## src/rtl/mem_arbiter.sv

```systemverilog
// Round-robin arbiter sharing one memory port between instruction fetch and load/store.
// Each grant runs IDLE -> BUSY -> DONE; a watchdog aborts accesses that never see mem_ack.
module mem_arbiter #(
  parameter int AW      = 32,
  parameter int DW      = 32,
  parameter int TIMEOUT = 15
) (
  input  logic          Clk,
  input  logic          Rst,
  input  logic          i_req,
  input  logic [AW-1:0] i_addr,
  output logic          i_ack,
  output logic [DW-1:0] i_rdata,
  output logic          i_err,
  input  logic          d_req,
  input  logic          d_we,
  input  logic [AW-1:0] d_addr,
  input  logic [DW-1:0] d_wdata,
  output logic          d_ack,
  output logic [DW-1:0] d_rdata,
  output logic          d_err,
  output logic          mem_req,
  output logic          mem_we,
  output logic [AW-1:0] mem_addr,
  output logic [DW-1:0] mem_wdata,
  input  logic [DW-1:0] mem_rdata,
  input  logic          mem_ack,
  output logic          busy
);

  typedef enum logic [1:0] {
    ST_IDLE = 2'd0,
    ST_BUSY = 2'd1,
    ST_DONE = 2'd2
  } state_t;

  localparam int CW = (TIMEOUT < 2) ? 1 : $clog2(TIMEOUT + 1);
  // r_cnt counts completed BUSY cycles, so the last allowed cycle is TIMEOUT-1
  localparam logic [CW-1:0] TO_LAST = CW'(TIMEOUT - 1);

  state_t          r_state;
  logic            r_last_data;
  logic            r_owner_data;
  logic [CW-1:0]   r_cnt;

  logic            r_i_ack;
  logic [DW-1:0]   r_i_rdata;
  logic            r_i_err;
  logic            r_d_ack;
  logic [DW-1:0]   r_d_rdata;
  logic            r_d_err;
  logic            r_mem_req;
  logic            r_mem_we;
  logic [AW-1:0]   r_mem_addr;
  logic [DW-1:0]   r_mem_wdata;
  logic            r_busy;

  logic            w_any_req;
  logic            w_grant_data;
  logic            w_timeout;

  assign w_any_req    = i_req | d_req;
  // Data wins when alone, or on contention when fetch was served last
  assign w_grant_data = d_req & (~i_req | ~r_last_data);
  assign w_timeout    = (r_cnt == TO_LAST);

  always_ff @(posedge Clk) begin
    if (Rst) begin
      r_state      <= ST_IDLE;
      r_last_data  <= 1'b1;
      r_owner_data <= 1'b0;
      r_cnt        <= '0;
      r_i_ack      <= 1'b0;
      r_i_rdata    <= '0;
      r_i_err      <= 1'b0;
      r_d_ack      <= 1'b0;
      r_d_rdata    <= '0;
      r_d_err      <= 1'b0;
      r_mem_req    <= 1'b0;
      r_mem_we     <= 1'b0;
      r_mem_addr   <= '0;
      r_mem_wdata  <= '0;
      r_busy       <= 1'b0;
    end else begin
      case (r_state)
        ST_IDLE: begin
          if (w_any_req) begin
            r_owner_data <= w_grant_data;
            r_last_data  <= w_grant_data;
            r_mem_addr   <= w_grant_data ? d_addr : i_addr;
            r_mem_we     <= w_grant_data & d_we;
            r_mem_wdata  <= w_grant_data ? d_wdata : '0;
            r_mem_req    <= 1'b1;
            r_busy       <= 1'b1;
            r_cnt        <= '0;
            r_state      <= ST_BUSY;
          end
        end

        ST_BUSY: begin
          if (mem_ack) begin
            r_mem_req <= 1'b0;
            r_state   <= ST_DONE;
            if (r_owner_data) begin
              r_d_ack   <= 1'b1;
              r_d_err   <= 1'b0;
              r_d_rdata <= r_mem_we ? '0 : mem_rdata;
            end else begin
              r_i_ack   <= 1'b1;
              r_i_err   <= 1'b0;
              r_i_rdata <= mem_rdata;
            end
          end else if (w_timeout) begin
            r_mem_req <= 1'b0;
            r_state   <= ST_DONE;
            if (r_owner_data) begin
              r_d_ack   <= 1'b1;
              r_d_err   <= 1'b1;
              r_d_rdata <= '0;
            end else begin
              r_i_ack   <= 1'b1;
              r_i_err   <= 1'b1;
              r_i_rdata <= '0;
            end
          end else begin
            r_cnt <= r_cnt + CW'(1);
          end
        end

        ST_DONE: begin
          r_i_ack <= 1'b0;
          r_i_err <= 1'b0;
          r_d_ack <= 1'b0;
          r_d_err <= 1'b0;
          r_busy  <= 1'b0;
          r_state <= ST_IDLE;
        end

        default: begin
          r_mem_req <= 1'b0;
          r_busy    <= 1'b0;
          r_state   <= ST_IDLE;
        end
      endcase
    end
  end

  assign i_ack     = r_i_ack;
  assign i_rdata   = r_i_rdata;
  assign i_err     = r_i_err;
  assign d_ack     = r_d_ack;
  assign d_rdata   = r_d_rdata;
  assign d_err     = r_d_err;
  assign mem_req   = r_mem_req;
  assign mem_we    = r_mem_we;
  assign mem_addr  = r_mem_addr;
  assign mem_wdata = r_mem_wdata;
  assign busy      = r_busy;

endmodule

```

## config.mk

```make
export PLATFORM = sky130hd
export DESIGN_NAME = mem_arbiter
export DESIGN_NICKNAME = d
export VERILOG_FILES = /design/src/rtl/mem_arbiter.sv
export SDC_FILE = /design/constraint.sdc
export NUM_CORES = 1
export LEC_CHECK = 0
export BUFFER_PORTS_ARGS = -buffer_cell sky130_fd_sc_hd__buf_2
export CAP_MARGIN = 20
export CORE_ASPECT_RATIO = 0.9
export CORE_UTILIZATION = 40
export DETAILED_ROUTE_END_ITERATION = 6
export GPL_TIMING_DRIVEN = 0
export PLACE_DENSITY_LB_ADDON = 0.2
export SLEW_MARGIN = 0
export SYNTH_ARGS = -nofsm -noshare
export SYNTH_HDL_FRONTEND = slang
export SYNTH_SLANG_ARGS = --single-unit
export TNS_END_PERCENT = 10
```

## constraint.sdc

```tcl
create_clock -name Clk -period 3.1 [get_ports Clk]
set_input_delay 0.31 -clock Clk [delete_from_list [all_inputs] [get_ports Clk]]
set_output_delay 0.31 -clock Clk [all_outputs]
set_load 0.05 [all_outputs]
```

==> summary.md <==
| Metric | Value |
|---|---|
| Min-Delay Path Class | in2reg |
| Post-CTS Setup Repair Bufs | 0 |
| IO Port Bufs | 268 |
| Switching power of the nets | 1.92 mW |
| Skew final | 0.00878 ns |
| Num CTS Buffers | 17 |
| Core area | 0.0141 mm^2 |
| Post-synth top flop | dfxtp_1 |
| Yosys top cell area share | 49.6% |
| CTS tree | done |
| Share of total power in sequential cells | 36.3% |
| P_leak | 3.58 nW |
| Outcome | finished clean |
| Die W | 129 um |
| Setup ws final | 1.06 ns |
| Final Setup Violations | 0 |
| Clk buf depth | 2 |
| Via count | 5,808 |
| Tcrit/Tclk final | 65.7% |
| Pins Over Slew Limit | 0 |
| Share of layout cells above drive strength 1 | 34.8% |
| Most common cell after layout, fill and taps aside | buf_2 |
| Clk_lat worst skew | 0.42 ns |
| Synth Register Bits | 143 |
| Max Cap Viol | 0 |
| Yosys top cell by area | dfxtp_1 |
| CTS root buf | clkbuf_16 |
| Num Clock Sinks | 143 |
| Mapped Nets | 775 |
| Vias per cell | 5.14 |
| Grt total ovfl | 0 |
| First-pass GRT wire length | 27.5 mm |
| Area contributors post-synth | dfxtp_1 50%, mux2i_1 5.7%, o21ai_0 5.2%, a32oi_1 5.0%, nor2_1 4.6% |
| Syn Std Cell Area | 0.00577 mm^2 |
| Pint | 3.83 mW |
| Die Y-Extent | 116 um |
| Post-DP HPWL | 13.4 mm |
| EDFF count, synth | 0 |
| CTS resizes | 0 |
| Final WL | 18.0 mm |
| CP required | 3.43 ns |
| I/O Pins | 269 |
| Final hold viol count | 0 |
| Mapped Cells | 635 |
| Starting Density | 41.1% |
| Area Growth Syn to Fin | 38.6% |
| Sw Share | 33.4% |
| Final Non-Filler Cells | 1,129 |
| Final ANT Viol Nets | 0 |
| Pwr dens | 718 mW/mm^2 |
| CTS clk-pin slew, worst paths | 0.06 ns |
| Clock share of power | 38.5% |
| Initial DRC Count | 318 |
| Syn Area/Cell | 9.09 um^2 |
| Gp weighted congestion | 0.808 |
| Critical path peak fanout | 7 |
| DRC | 0 |
| Unique cell type count in the Yosys netlist | 42 |
| Final min period | 2.04 ns |
| Crit path kind | reg2reg |
| Final net count | 1,062 |
| Vias in the first global route | 5,409 |
| Inst Count DP | 1,096 |
| Comb pwr share | 25.2% |
| Worst-margin pin slew | 0.861 ns |
| Row cnt | 41 |
| Most frequent cells in the layout | 279 x buf_2, 143 x dfxtp_1, 71 x nor2_1 |
| Hold-fix buffers at CTS | 0 |
| Largest net degree at the start of global routing | 17 |
| Peak VDD IR | 0.414 mV |
| Final setup TNS | 0 ns |
| Peak Freq | 0.491 GHz |
| Post-synthesis sequential area ratio | 49.6% |
| Synth async-reset ratio | 0% |
| Initial antenna violation count | 1 |
| Crit end category | flop |
| Slew margin rel. | 42.5% |
| Pre-CTS setup slack | 1.08 ns |
| RSZ-0062 raised after global routing | no |
| Startpoint type of the worst setup path | flop |
| Routed length per placed instance | 15.9 um |
| Die ar. | 0.0149 mm^2 |
| Critical Path AT | 2.37 ns |
| 1st-pass router iterations | 5 |
| Ys Warns | 0 |
| H-tree depth | 4 |
| All-Layer GR Usage | 24.1% |
==> power groups by stage <==
stage / registers [mW] / logic [mW] / clock network, mW
CTS: 2.08 / 1.45 / 2.23
floorplan: 2.62 / 0.531 / 0
global placement: 2.12 / 1.44 / 0
global route: 2.10 / 1.55 / 2.32
finish: 2.08 / 1.45 / 2.21
detailed placement: 2.12 / 1.45 / 0
==> Yosys cell counts, types with 3 or more instances <==
library cell	n
a211oi_1	33
o211ai_1	7
buf_2	11
a21oi_1	37
nand2b_1	38
clkbuf_2	6
a32oi_1	33
nand2_1	35
a211o_1	3
nand4_1	32
mux2i_1	33
o21ai_1	5
dfxtp_1	143
or4_1	3
buf_1	6
buf_4	4
nor2_1	71
inv_1	8
o21ai_0	60
clkbuf_1	34
ha_1	6
==> worst max-delay path, stage by stage (launching register included) <==
cell,delay (ns)
dfxtp_1,0.33
inv_1,0.10
ha_1,0.24
nor3b_1,0.73
o21bai_1,0.31
o211ai_1,0.24
==> area by class of cell <==
type | instances | area (um^2)
flip-flops and latches | 143 | 2860
inverters | 8 | 30.0
plain buffers | 63 | 288
clock inverters | 9 | 155
clock buffers | 23 | 488
repair buffers | 268 | 1340
well taps | 193 | 241
diodes | 1 | 2.50
multi-input cells | 421 | 2590
fillers | 1347 | 6050
==> cell families (layout without fill, tap and decap cells) <==
family	count (synthesis)	in the layout	synth area share (%)
AOI/OAI and AO/OA	192	192	21.6
and+or+nand+nor	190	190	16.3
DFF	143	143	49.6
buffers and inverters	71	371	5.50
muxes	33	33	5.72
adders and majority gates	6	6	1.30
other	0	1	0
==> worst paths after layout <==
kind                       startpoint                        to  slack, ns  cells past startpoint
max           r_state[0]$_SDFFE_PP0P_     r_cnt[2]$_SDFFE_PP0P_       1.06                      5
min                     mem_rdata[28]  i_rdata[28]$_SDFFE_PP0P_       0.14                      3
max reg2reg   r_state[0]$_SDFFE_PP0P_     r_cnt[2]$_SDFFE_PP0P_       1.06                      5
min reg2reg  d_rdata[13]$_SDFFE_PP0P_  d_rdata[13]$_SDFFE_PP0P_       0.46                      2
==> registers in the layout, indices dropped and copies added, names as in the netlist <==
name          flops
r_cnt             4
r_owner_data      1
d_err             1
r_last_data       1
r_state           2
mem_addr         32
mem_req           1
mem_we            1
i_rdata          32
i_err             1
i_ack             1
busy              1
d_rdata          32
mem_wdata        32
d_ack             1
==> per-layer routing <==
metal	up-vias	part of all wire, %	GRT usage (%)	wire [um]
li1	2881	-	-	-
met1	2678	43	29.1	7780
met2	229	47	40.0	8470
met3	20	8.3	8.03	1500
met4	0	1.2	8.39	223
met5	-	0	0	0
==> stage by stage <==
| step | power, mW | area [um^2] | hold slack, ns | util [%] |
|---|---|---|---|---|
| 3_3_place_gp | 3.56 | 7360 | 0.452 | 52.3 |
| 3_5_place_dp | 3.57 | 7360 | 0.457 | 52.3 |
| 2_1_floorplan | 3.15 | 5770 | 0.446 | - |
| 4_1_cts | 5.77 | 8000 | 0.127 | 56.9 |
| 6_report | 5.74 | 8000 | 0.140 | 56.9 |
| 5_1_grt | 5.98 | 8000 | 0.136 | 56.9 |
No activity file was read; power rests on OpenSTA's default activity.
